### src/rtl/four_input_stim_gen_pkg.sv
// rtl/four_input_stim_gen_pkg.sv - shared types and pattern map for the four-input stimulus generator
package four_input_stim_pkg;

  typedef enum logic [1:0] {IDLE, RUN, DONE} state_e;
  typedef enum logic [1:0] {BIN, GRAY, WALK, DESC} mode_e;

  localparam int PAT_COUNT = 16;

  function automatic logic [3:0] pattern_of(input mode_e m, input logic [3:0] i);
    case (m)
      BIN:     return i;
      GRAY:    return i ^ (i >> 1);
      WALK:    return 4'b0001 << i[1:0];
      default: return 4'd15 - i;
    endcase
  endfunction

endpackage

### src/rtl/four_input_stim_gen_step_prescaler.sv
// rtl/four_input_stim_gen_step_prescaler.sv - down-counter that ticks on the last cycle of each pattern hold
module step_prescaler #(
  parameter int DIV_W = 16
) (
  input  logic             clk,
  input  logic             rst,
  input  logic             clr,
  input  logic [DIV_W-1:0] div,
  output logic             tick
);

  logic [DIV_W-1:0] cnt;

  // div is always >= 1 here; clr keeps the counter preloaded so the first hold is full length
  assign tick = (cnt == '0) && !clr;

  always_ff @(posedge clk or posedge rst) begin
    if (rst) begin
      cnt <= '0;
    end else if (clr || tick) begin
      cnt <= div - DIV_W'(1);
    end else begin
      cnt <= cnt - DIV_W'(1);
    end
  end

endmodule

### src/rtl/four_input_stim_gen.sv
// rtl/four_input_stim_gen.sv - restartable 16-pattern a/b/c/d stimulus sequencer with loop count and done pulse
module four_input_stim_gen
  import four_input_stim_pkg::*;
#(
  parameter int DIV_W  = 16,
  parameter int LOOP_W = 4
) (
  input  logic              clk,
  input  logic              rst,
  input  logic              start,
  input  logic              stop,
  input  logic [1:0]        mode,
  input  logic [DIV_W-1:0]  step_div,
  input  logic [LOOP_W-1:0] num_loops,
  output logic              a,
  output logic              b,
  output logic              c,
  output logic              d,
  output logic              step_strobe,
  output logic [3:0]        pattern_idx,
  output logic              busy,
  output logic              done
);

  state_e            state;
  mode_e             mode_q;
  logic [DIV_W-1:0]  div_q;
  logic [LOOP_W-1:0] loops_q;
  logic [LOOP_W-1:0] loop_cnt;
  logic [DIV_W-1:0]  div_in;
  logic [DIV_W-1:0]  div_sel;
  logic [3:0]        next_idx;
  logic              tick;
  logic              last_step;

  assign div_in    = (step_div == '0) ? DIV_W'(1) : step_div;
  // Outside RUN the prescaler preloads from the live input so the first hold matches the latched value
  assign div_sel   = (state == RUN) ? div_q : div_in;
  assign next_idx  = pattern_idx + 4'd1;
  assign last_step = tick && (pattern_idx == 4'(PAT_COUNT - 1)) && (loop_cnt == loops_q);

  step_prescaler #(.DIV_W(DIV_W)) u_prescaler (
    .clk  (clk),
    .rst  (rst),
    .clr  (state != RUN),
    .div  (div_sel),
    .tick (tick)
  );

  always_ff @(posedge clk or posedge rst) begin
    if (rst) begin
      state        <= IDLE;
      mode_q       <= BIN;
      div_q        <= '0;
      loops_q      <= '0;
      loop_cnt     <= '0;
      pattern_idx  <= '0;
      {d, c, b, a} <= '0;
      step_strobe  <= 1'b0;
      busy         <= 1'b0;
      done         <= 1'b0;
    end else begin
      step_strobe <= 1'b0;
      done        <= 1'b0;
      case (state)
        IDLE: begin
          if (start && !stop) begin
            state        <= RUN;
            mode_q       <= mode_e'(mode);
            div_q        <= div_in;
            loops_q      <= num_loops;
            loop_cnt     <= '0;
            pattern_idx  <= '0;
            {d, c, b, a} <= pattern_of(mode_e'(mode), 4'd0);
            step_strobe  <= 1'b1;
            busy         <= 1'b1;
          end
        end
        RUN: begin
          if (stop) begin
            state        <= IDLE;
            busy         <= 1'b0;
            pattern_idx  <= '0;
            {d, c, b, a} <= '0;
          end else if (last_step) begin
            state        <= DONE;
            done         <= 1'b1;
            busy         <= 1'b0;
            pattern_idx  <= '0;
            {d, c, b, a} <= '0;
          end else if (tick) begin
            if (pattern_idx == 4'(PAT_COUNT - 1)) begin
              loop_cnt <= loop_cnt + LOOP_W'(1);
            end
            pattern_idx  <= next_idx;
            {d, c, b, a} <= pattern_of(mode_q, next_idx);
            step_strobe  <= 1'b1;
          end
        end
        DONE: state <= IDLE;
        default: state <= IDLE;
      endcase
    end
  end

endmodule
### config.mk
export PLATFORM = sky130hd
export DESIGN_NAME = four_input_stim_gen
export DESIGN_NICKNAME = d
export VERILOG_FILES = /design/src/rtl/four_input_stim_gen_pkg.sv /design/src/rtl/four_input_stim_gen_step_prescaler.sv /design/src/rtl/four_input_stim_gen.sv
export SDC_FILE = /design/constraint.sdc
export NUM_CORES = 1
export LEC_CHECK = 0
export ABC_CLOCK_PERIOD_IN_PS = 7500
export CORE_UTILIZATION = 35
export DETAILED_ROUTE_END_ITERATION = 12
export DONT_BUFFER_PORTS = 1
export PLACE_DENSITY = 0.48
export SKIP_CTS_REPAIR_TIMING = 1
export SLEW_MARGIN = 0
export SYNTH_ARGS = -nofsm -noshare
export SYNTH_HDL_FRONTEND = slang
export SYNTH_HIERARCHICAL = 1
export SYNTH_SLANG_ARGS = --single-unit
### constraint.sdc
create_clock -name clk -period 7.5 [get_ports clk]
set_clock_uncertainty 0.05 [all_clocks]
set_input_delay 1.125 -clock clk [delete_from_list [all_inputs] [get_ports clk]]
set_output_delay 1.125 -clock clk [all_outputs]
set_load 0.02 [all_outputs]
# --- After elaboration in Yosys (flattened, before gate mapping) ---
# Cells that the tools add are included.
totals:
  word_cells: 106
  regBits: 55
  latch_bits: 0
  in_bits: 26
  ramBits: 0
  output_inout_bits: 11
  n_memories: 0
  mem_bits_ro: 0
classes:
  n_bitwise: 1
  n_mul: 0
  n_eq_ne: 15
  n_lt_le_gt_ge: 0
  shifts: 1
  n_mux: 51
  n_div: 0
  n_reduce_logical: 19
  addsub: 5
ops:
  columns: ["cell", "count"]
  rows:
  - ["16-bit two-way mux", 3]
  - ["16-bit zero test", 2]
  - ["4-bit two-way mux", 8]
  - ["16-bit by 1-bit subtractor with 16-bit output, second input constant", 2]
  - ["1-bit two-way mux", 26]
  - ["4-bit one-hot mux with 2 select lines", 3]
  - ["1-bit one-hot mux with 2 select lines", 6]
  - ["4-bit one-hot mux with 3 select lines", 1]
  - ["4-bit by 1-bit adder with 4-bit output, second input constant", 2]
  - ["2-bit inequality test, second input constant", 4]
  - ["2-bit by 1-bit == test with 1-bit output, second input constant", 3]
  - ["2-bit zero test", 3]
  - ["2-bit two-way mux", 3]
  - ["3-bit AND reduction", 2]
  - ["6-bit AND reduction", 1]
  - ["2-bit == test, second input constant", 2]
  - ["4-bit == test", 1]
  - ["4-bit == test, second input constant", 1]
  - ["1-bit logical AND", 4]
  - ["2-bit by 1-bit inequality test with 1-bit output, second input constant", 2]
  - ["4-bit inequality test, second input constant", 1]
  - ["2-bit one-hot mux with 2 select lines", 1]
  - ["2-bit AND reduction", 2]
  - ["1-bit by 2-bit << shifter with 4-bit output, first input constant", 1]
  - ["other kinds (7)", 8]

# --- Longest topological paths before layout ---
# Gate-level depths: netlist of the first run.
logic_depth:
  depth_word: 8
  mapped_depth: 13
  mapped_depth_nobuf: 11

# --- By module ---
# The synthesis of the first run kept the hierarchy.
by_module_without_submodules:
  columns: ["module", "seq_area_each_um2", "n_inst", "cells_per_inst", "area_per_inst_um2"]
  rows:
  - ["four_input_stim_gen", 975.9, 1, 236, 2130.8]
  - ["step_prescaler", 400.4, 1, 119, 1114.8]

# --- Least setup slack after synthesis of the first run ---
# Ideal clock, no wire load.
synth_timing:
  path_kind: "register -> register"
  from: "register state[0]"
  to: "register u_prescaler.cnt[12]"
  t_arrival_ps: 3021
  synth_period_minus_slack_ps: 3207
  setup_slack_ps: 4293
  setup_time_ps: 136
  path_buffers: 3
  stages_incl_launch_ff: 14
  required_ps: 7314
  path_cell_list: "dfrtp_1 -> nand2b_1 -> clkbuf_1 -> a41o_1 -> buf_6 -> clkbuf_1 -> mux2i_1 -> ha_1 -> nand2b_1 -> nor3_1 -> a22oi_2 -> nor4_1 -> xnor2_1 -> mux2i_1"
synth_between:
  elab_chain_len: 5
  elab_cells_between_ends: 8
  cone_classes: "1 x add/sub; 2 x eq/ne; 2 x mux; 3 x reduce/logical"
synth_rtl:
  columns: ["item", "line", "rtl"]
  rows:
  - ["start: declaration", "four_input_stim_gen.sv:25", "state_e state;"]
  - ["start signal: assignment", "four_input_stim_gen.sv:52", "state <= IDLE;"]
  - ["start signal: assignment", "four_input_stim_gen.sv:68", "state <= RUN;"]
  - ["start signal: assignment", "four_input_stim_gen.sv:81", "state <= IDLE;"]
  - ["branches (longest 4 deep; another with 16-bit by 1-bit subtractor with 16-bit output)", null, null]
  - ["16-bit two-way mux (*)", "four_input_stim_gen_step_prescaler.sv:20", "end else if (clr || tick) begin"]
  - ["end signal: assignment", "four_input_stim_gen_step_prescaler.sv:21", "cnt <= div - DIV_W'(1);"]
  - ["end signal: assignment", "four_input_stim_gen_step_prescaler.sv:23", "cnt <= cnt - DIV_W'(1);"]
  - ["end: declaration", "four_input_stim_gen_step_prescaler.sv:12", "logic [DIV_W-1:0] cnt;"]
# Mark *: on every way between the ends.
# A chain may end at the register's enable or synchronous reset.

# --- Final worst setup path of the first run ---
layout_timing:
  from: "register u_prescaler.cnt[11]"
  to: "register u_prescaler.cnt[12]"
layout_between:
  elab_chain_len: 4
  elab_cells_between_ends: 5
  cone_classes: "1 x add/sub; 1 x mux; 3 x reduce/logical"
layout_rtl:
  columns: ["item", "line"]
  rows:
  - ["branches (longest 3 deep; another with 16-bit by 1-bit subtractor with 16-bit output)", null]
  - ["16-bit two-way mux (*)", "four_input_stim_gen_step_prescaler.sv:20"]
# Marks and branches as above.

==> qor.txt, run 1 <==
========================================================================================
Most used flip-flop cell after synthesis ..................................      dfrtp_1
Final number of hold-violating endpoints ..................................            0
Peak fanout along the critical path .......................................           20
Shortest clock period the worst path allows after layout ..................      3.69 ns
Most common cell after layout, fill and taps aside ........................      nand2_1
Antenna-violating nets left ...............................................            0
RePlAce Congestion ........................................................        0.807
Sw power ..................................................................       275 uW
Data required time of the critical path ...................................      7.61 ns
Diode count ...............................................................            0
Die Height ................................................................      98.3 um
Total of endpoints with negative setup slack in the final report ..........            0
Overall Power .............................................................       802 uW
Standard-cell row count ...................................................           34
Remaining global-route overflow ...........................................            0
Iter 0 DRT Violations .....................................................          102
Worst skew pair latency ...................................................      0.31 ns
Final nets ................................................................          384
Pins Over Slew Limit ......................................................            0
Count of distinct cell types in the synthesized netlist ...................           51
Ys async rst share ........................................................         100%
Routed length per instance ................................................      16.8 um
Horizontal die dimension ..................................................      98.3 um
Synthesized instance count ................................................          355
Reg power frac ............................................................        52.3%
Data arrival time of the critical path ....................................      3.80 ns
Power Dens Cells ..........................................................  233 nW/um^2
Core Region ...............................................................    8850 um^2
Reg clk slew, reported paths ..............................................      0.09 ns
Sequential area share after synthesis .....................................        42.4%
Worst slew slack as a fraction of its limit ...............................        31.0%
Setup TNS Final ...........................................................         0 ns
Avg Inst Size Synth .......................................................    9.14 um^2
Sw Share ..................................................................        34.3%
Number of search-and-repair iterations in the first detailed-routing pass .            8
Clk Tree Root Cell ........................................................     clkbuf_8
Number of antenna violations at the first check in global routing .........            0
Layout cells sized above 1 ................................................        10.8%
Global-route met2 utilization .............................................        27.4%
Worst Tran Pin Value ......................................................      1.03 ns
Setup crit start kind .....................................................         flop
Total leakage power .......................................................      1.53 nW
Via count .................................................................         2412
Number of I/O pins ........................................................           37
HPWL after detailed placement .............................................      5.48 mm
Via count of the first global-routing pass ................................         2432
Count of flip-flops with a built-in enable after synthesis ................            0
Most used cells in the layout excluding fill and tap cells ................ 86 x nand2_1, 55 x dfrtp_1, 22 x nor2_1, 18 x xnor2_1, 17 x mux2_2
Largest voltage drop on the vdd net .......................................      81.2 uV
Initial core utilization ..................................................        36.7%
Proportion of power drawn by the clock network ............................        22.6%
Critical path start-end classification .................................... flop to flop
Total wirelength of the detailed-routed design ............................      7.74 mm
Internal Power ............................................................       526 uW
Max capacitance violation total ...........................................            0
Global-route wire length before repair ....................................      12.9 mm
CTS H-Tree Depth ..........................................................            2
GRT Util Overall ..........................................................        17.2%
Upper clock frequency limit ...............................................      271 MHz
Clock tree from TritonCTS .................................................          yes
Area growth from synthesis to layout ......................................        5.98%
Number of synthesis warnings ..............................................            6
Count of input and output buffers .........................................            0
Net Count, Synth ..........................................................          388
CTS buffer count ..........................................................            5
Hold/Removal Path Class ................................................... flop to flop
Violated checks ...........................................................          DRC
Period Utilization, post-route ............................................        49.2%
Combinational share of power ..............................................        25.1%
Layer with the highest usage ..............................................         met2
Die outline area ..........................................................    9660 um^2
Met1 routing resource usage after global routing ..........................        24.0%
Run status ................................................................ finished, violations left
FF+latch count, synth .....................................................           55
Capturing element type of the critical path ...............................         flop
Pin count of the biggest net entering global routing ......................           40
Vias per inst .............................................................         5.24
Number of clock sinks .....................................................           55
Residual DRC count ........................................................            4
Max Buffers Root-to-Sink ..................................................            2
Post-synth design cell area ...............................................    3250 um^2
Unrepaired setup endpoints after global routing ...........................        false
Met3 GRT Util .............................................................        3.44%
========================================================================================
-- routing by layer --
layer	vias to the layer above	share of wire, %
li1	1205	-
met1	1164	50
met2	38	45
met3	5	4.5
met4	0	0.79
met5	-	0
-- per-stage QoR --
stage | hold WS, ns | setup WS [ns] | util (%) | std cells | instance area (um^2)
CTS | 0.433 | 3.88 | 38.9 | 460 | 3440
global route | 0.452 | 3.57 | 38.9 | 460 | 3440
floorplan | 0.392 | 4.29 | - | 355 | 3250
global placement | 0.405 | 3.90 | 37.7 | 452 | 3340
detailed placement | 0.408 | 3.82 | 37.7 | 452 | 3340
finish | 0.426 | 3.81 | 38.9 | 460 | 3440
-- Yosys cell counts (3+ instances only) --
| cell type | instances | area (um^2) |
|---|---|---|
| xnor2_1 | 18 | 158 |
| inv_1 | 8 | 30.0 |
| mux2i_1 | 14 | 140 |
| nand3_1 | 10 | 50.1 |
| xor2_1 | 13 | 114 |
| ha_1 | 7 | 87.6 |
| mux2_2 | 17 | 191 |
| dfrtp_1 | 55 | 1380 |
| nand2b_1 | 6 | 37.5 |
| nor2_1 | 22 | 82.6 |
| nor4_1 | 11 | 68.8 |
| nor3_1 | 11 | 55.1 |
| nand2_1 | 86 | 323 |
| o21ai_1 | 3 | 15.0 |
| o21ai_0 | 9 | 45.0 |
| clkbuf_1 | 10 | 37.5 |
| a21oi_1 | 9 | 45.0 |
| nor2b_1 | 3 | 18.8 |
-- power by group through the flow --
stage / clock [mW] / sequential (mW) / combinational, mW
2_1_floorplan: 0 / 0.406 / 0.171
3_3_place_gp: 0 / 0.422 / 0.199
3_5_place_dp: 0 / 0.423 / 0.201
4_1_cts: 0.190 / 0.418 / 0.203
5_1_grt: 0.201 / 0.429 / 0.227
6_report: 0.181 / 0.419 / 0.201
-- worst paths after layout --
kind,startpoint,to,slack (ns),depth (start not counted)
setup / recovery,u_prescaler/cnt[11],u_prescaler/cnt[12],3.81,10
hold / removal,div_q[11],div_q[11],0.43,2
setup reg to reg,u_prescaler/cnt[11],u_prescaler/cnt[12],3.81,10
hold reg to reg,div_q[11],div_q[11],0.43,2
max in group asynchronous,rst,u_prescaler/cnt[14],6.19,1
min in group asynchronous,rst,u_prescaler/cnt[4],0.76,1
-- area by class of cell --
| class | instances | area [um^2] |
|---|---|---|
| clock buffers | 8 | 100 |
| fillers | 919 | 5410 |
| inverters | 8 | 30.0 |
| multi-input cells | 278 | 1780 |
| flip-flops and latches | 55 | 1380 |
| well taps | 108 | 135 |
| repair buffers | 3 | 22.5 |
-- registers in the layout (all words and copies together), names as in the netlist, 2 cells and up --
name	flops
div_q	16
loop_cnt	4
loops_q	4
mode_q	2
pattern_idx	4
state	2
u_prescaler/cnt	16
-- cells by family (layout without fill, tap and decap cells) --
group	after synthesis	count (layout)	share of synthesized area (%)
fa+ha+maj	7	7	2.70
simple gates	167	167	24.5
xor+xnor	31	31	8.37
compound gates	42	42	8.75
mux	31	31	10.2
buf+inv	22	19	3.05
flops	55	55	42.4
-- worst max-delay path, cell delays in order, from the launching register on --
cell,delay (ns)
dfrtp_1,0.43
nor4_1,0.54
a41o_1,0.81
mux2i_1,0.32
ha_1,0.24
nand2b_1,0.16
nor3_1,0.21
a22oi_2,0.16
nor4_1,0.36
xnor2_1,0.17
mux2i_1,0.09
Note: power is estimated with default switching activity, not from simulation.
==> run 2: changes to the inputs <==
--- a/config.mk
+++ b/config.mk
@@ -5,11 +5,11 @@
 export SDC_FILE = /design/constraint.sdc
 export NUM_CORES = 1
 export LEC_CHECK = 0
-export ABC_CLOCK_PERIOD_IN_PS = 7500
+export ABC_CLOCK_PERIOD_IN_PS = 3000
 export CORE_UTILIZATION = 35
 export DETAILED_ROUTE_END_ITERATION = 12
 export DONT_BUFFER_PORTS = 1
-export PLACE_DENSITY = 0.48
+export PLACE_DENSITY = 0.5
 export SKIP_CTS_REPAIR_TIMING = 1
 export SLEW_MARGIN = 0
 export SYNTH_ARGS = -nofsm -noshare
==> constraint.sdc (replaced) <==
create_clock -name clk -period 3 [get_ports clk]
set_clock_uncertainty 0.05 [all_clocks]
set_input_delay 0.45 -clock clk [delete_from_list [all_inputs] [get_ports clk]]
set_output_delay 0.45 -clock clk [all_outputs]
set_load 0.02 [all_outputs]
==> run 2 against run 1 <==
  * Flip-flop and latch count stayed put
  * The flow still finishes with violations (DRC)
  * Setup slack lost 3.5 ns
  * Sequential power up 150%
  * Via count increased by 2.8%
  * Highest routed layer unchanged
  * Utilization is 1.6 points higher
  * Power up 150%
  * Routed wire length down 5.1%
  * Register-to-register slack worse by 3.5 ns
  * First-iteration DRC count down 16%
  * Non-clock buffer count increased by 15
==> qor.txt, run 2 (synthesis gave the netlist of run 1 again) <==
========================================================================================
Worst Tran Pin Value ......................................................     0.953 ns
RR Startpoint ............................................................. u_prescaler/cnt[7]
Total of endpoints with negative setup slack in the final report ..........            0
Number of cells in the design after placement .............................          467
CTS buffer count ..........................................................            5
CTS H-Tree Depth ..........................................................            2
Area growth from synthesis to layout ......................................        10.2%
Layout cells sized above 1 ................................................        16.3%
FILL cells ................................................................          907
Pin count of the biggest net entering global routing ......................           28
Total wirelength of the detailed-routed design ............................      7.34 mm
WL met1 ...................................................................      3.80 mm
Routed length per instance ................................................      15.4 um
Iter 0 DRT Violations .....................................................           86
Die outline area ..........................................................    9660 um^2
Vias per inst .............................................................         5.22
Diode count ...............................................................            0
Clock tree from TritonCTS .................................................          yes
Residual DRC count ........................................................            2
Antenna-violating nets left ...............................................            0
Max capacitance violation total ...........................................            0
Power Dens Cells ..........................................................  558 nW/um^2
Capturing element type of the critical path ...............................         flop
Combinational share of power ..............................................        27.8%
Data arrival time of the critical path ....................................      2.88 ns
HPWL after detailed placement .............................................      5.49 mm
Post-Layout Cell Count ....................................................          475
Overall Power .............................................................      1.99 mW
Horizontal die dimension ..................................................      98.3 um
Most common cell after layout, fill and taps aside ........................      nand2_1
Pins Over Slew Limit ......................................................            0
Sw power ..................................................................       696 uW
RePlAce Congestion ........................................................        0.797
Most used cells in the layout excluding fill and tap cells ................ 86 x nand2_1, 55 x dfrtp_1, 22 x nor2_1, 18 x xnor2_1
Shortest clock period the worst path allows after layout ..................      2.74 ns
Largest voltage drop on the vdd net .......................................       202 uV
Fin worst setup slack .....................................................     0.264 ns
Internal Power ............................................................      1.30 mW
Worst reg2reg endpoint .................................................... u_prescaler/cnt[12]
Period Utilization, post-route ............................................        91.2%
Peak fanout along the critical path .......................................            5
Number of clock sinks .....................................................           55
Core Region ...............................................................    8850 um^2
Worst reg2reg setup slack .................................................      0.26 ns
Die Height ................................................................      98.3 um
Global-route wire length before repair ....................................      12.3 mm
Clk Tree Root Cell ........................................................     clkbuf_8
Initial core utilization ..................................................        36.7%
Met2 wire length ..........................................................      3.10 mm
Standard-cell row count ...................................................           34
Via count .................................................................         2480
Number of I/O pins ........................................................           37
Number of cell instances on the worst register-to-register path ...........           10
Routed wire length on met3 ................................................       353 um
Hold/Removal Path Class ................................................... primary input to async pin
Proportion of power drawn by the clock network ............................        20.2%
Highest metal layer with signal wires .....................................         met4
Sw Share ..................................................................        34.9%
Dpl ws ....................................................................    0.0983 ns
Reg power frac ............................................................        52.0%
Number of antenna violations at the first check in global routing .........            0
Via count of the first global-routing pass ................................         2413
Worst slew slack as a fraction of its limit ...............................        36.4%
Count of input and output buffers .........................................            0
Max Buffers Root-to-Sink ..................................................            2
Top Registers ............................................................. div_q (16), u_prescaler/cnt (16)
Upper clock frequency limit ...............................................      366 MHz
Total leakage power .......................................................      1.61 nW
Reg clk slew, reported paths ..............................................      0.10 ns
Unrepaired setup endpoints after global routing ...........................        false
Final number of hold-violating endpoints ..................................            0
Setup TNS Final ...........................................................         0 ns
Violated checks ...........................................................          DRC
Number of search-and-repair iterations in the first detailed-routing pass .            8
Critical path start-end classification .................................... flop to flop
Remaining global-route overflow ...........................................            0
Final nets ................................................................          399
Worst skew pair latency ...................................................      0.31 ns
GRT Util Overall ..........................................................        16.0%
Run status ................................................................ finished, violations left
Setup crit start kind .....................................................         flop
Data required time of the critical path ...................................      3.15 ns
========================================================================================
-- run 2: power by group through the flow --
stage | Combinational [mW] | Sequential, mW | Clock (mW)
after floorplan | 0.429 | 1.02 | 0
after global placement | 0.551 | 1.04 | 0
after detailed placement | 0.549 | 1.05 | 0
after CTS | 0.553 | 1.03 | 0.423
after global routing | 0.621 | 1.06 | 0.451
final | 0.554 | 1.04 | 0.402
-- run 2: worst max-delay path by stage --
stage                                     end                start  cells past startpoint
after CTS                 u_prescaler/cnt[12]  u_prescaler/cnt[11]                     10
after floorplan           u_prescaler/cnt[12]   u_prescaler/cnt[7]                     12
final                     u_prescaler/cnt[12]   u_prescaler/cnt[7]                     10
after global placement    u_prescaler/cnt[12]   u_prescaler/cnt[7]                     10
after global routing      u_prescaler/cnt[12]   u_prescaler/cnt[7]                     10
after detailed placement  u_prescaler/cnt[12]  u_prescaler/cnt[15]                     10
-- run 2: worst max-delay path, stage by stage, from the launching register on --
cell,delay (ns)
dfrtp_1,0.44
nor4_2,0.37
a41o_2,0.32
mux2i_1,0.25
ha_1,0.24
nand2b_1,0.09
nor3_1,0.19
a22oi_2,0.17
nor4_2,0.26
xnor2_1,0.15
mux2i_1,0.09
-- run 2: final cells by class --
type                            instances  area [um^2]  share of cell area, %
Multi-Input combinational cell        278         1800                   50.4
Sequential cell                        55         1380                   38.5
Timing Repair Buffer                   18          148                   4.13
Tap cell                              108          135                   3.78
Clock buffer                            5         68.8                   1.92
Inverter                                8         30.0                  0.839
Clock inverter                          3         15.0                  0.420
-- run 2: through the flow --
| step | util (%) | hold WS, ns | area (um^2) |
|---|---|---|---|
| 5_1_grt | 40.4 | 0.0898 | 3580 |
| 3_5_place_dp | 39.2 | 0.402 | 3460 |
| 4_1_cts | 40.1 | 0.0590 | 3550 |
| 3_3_place_gp | 39.2 | 0.403 | 3460 |
| 6_report | 40.4 | 0.0525 | 3580 |
| 2_1_floorplan | - | 0.314 | 3250 |
-- run 2: per-layer routing --
metal,up-vias,GRT usage (%)
li1,1239,-
met5,-,0
met3,7,3.58
met2,52,23.5
met4,0,4.48
met1,1182,23.6
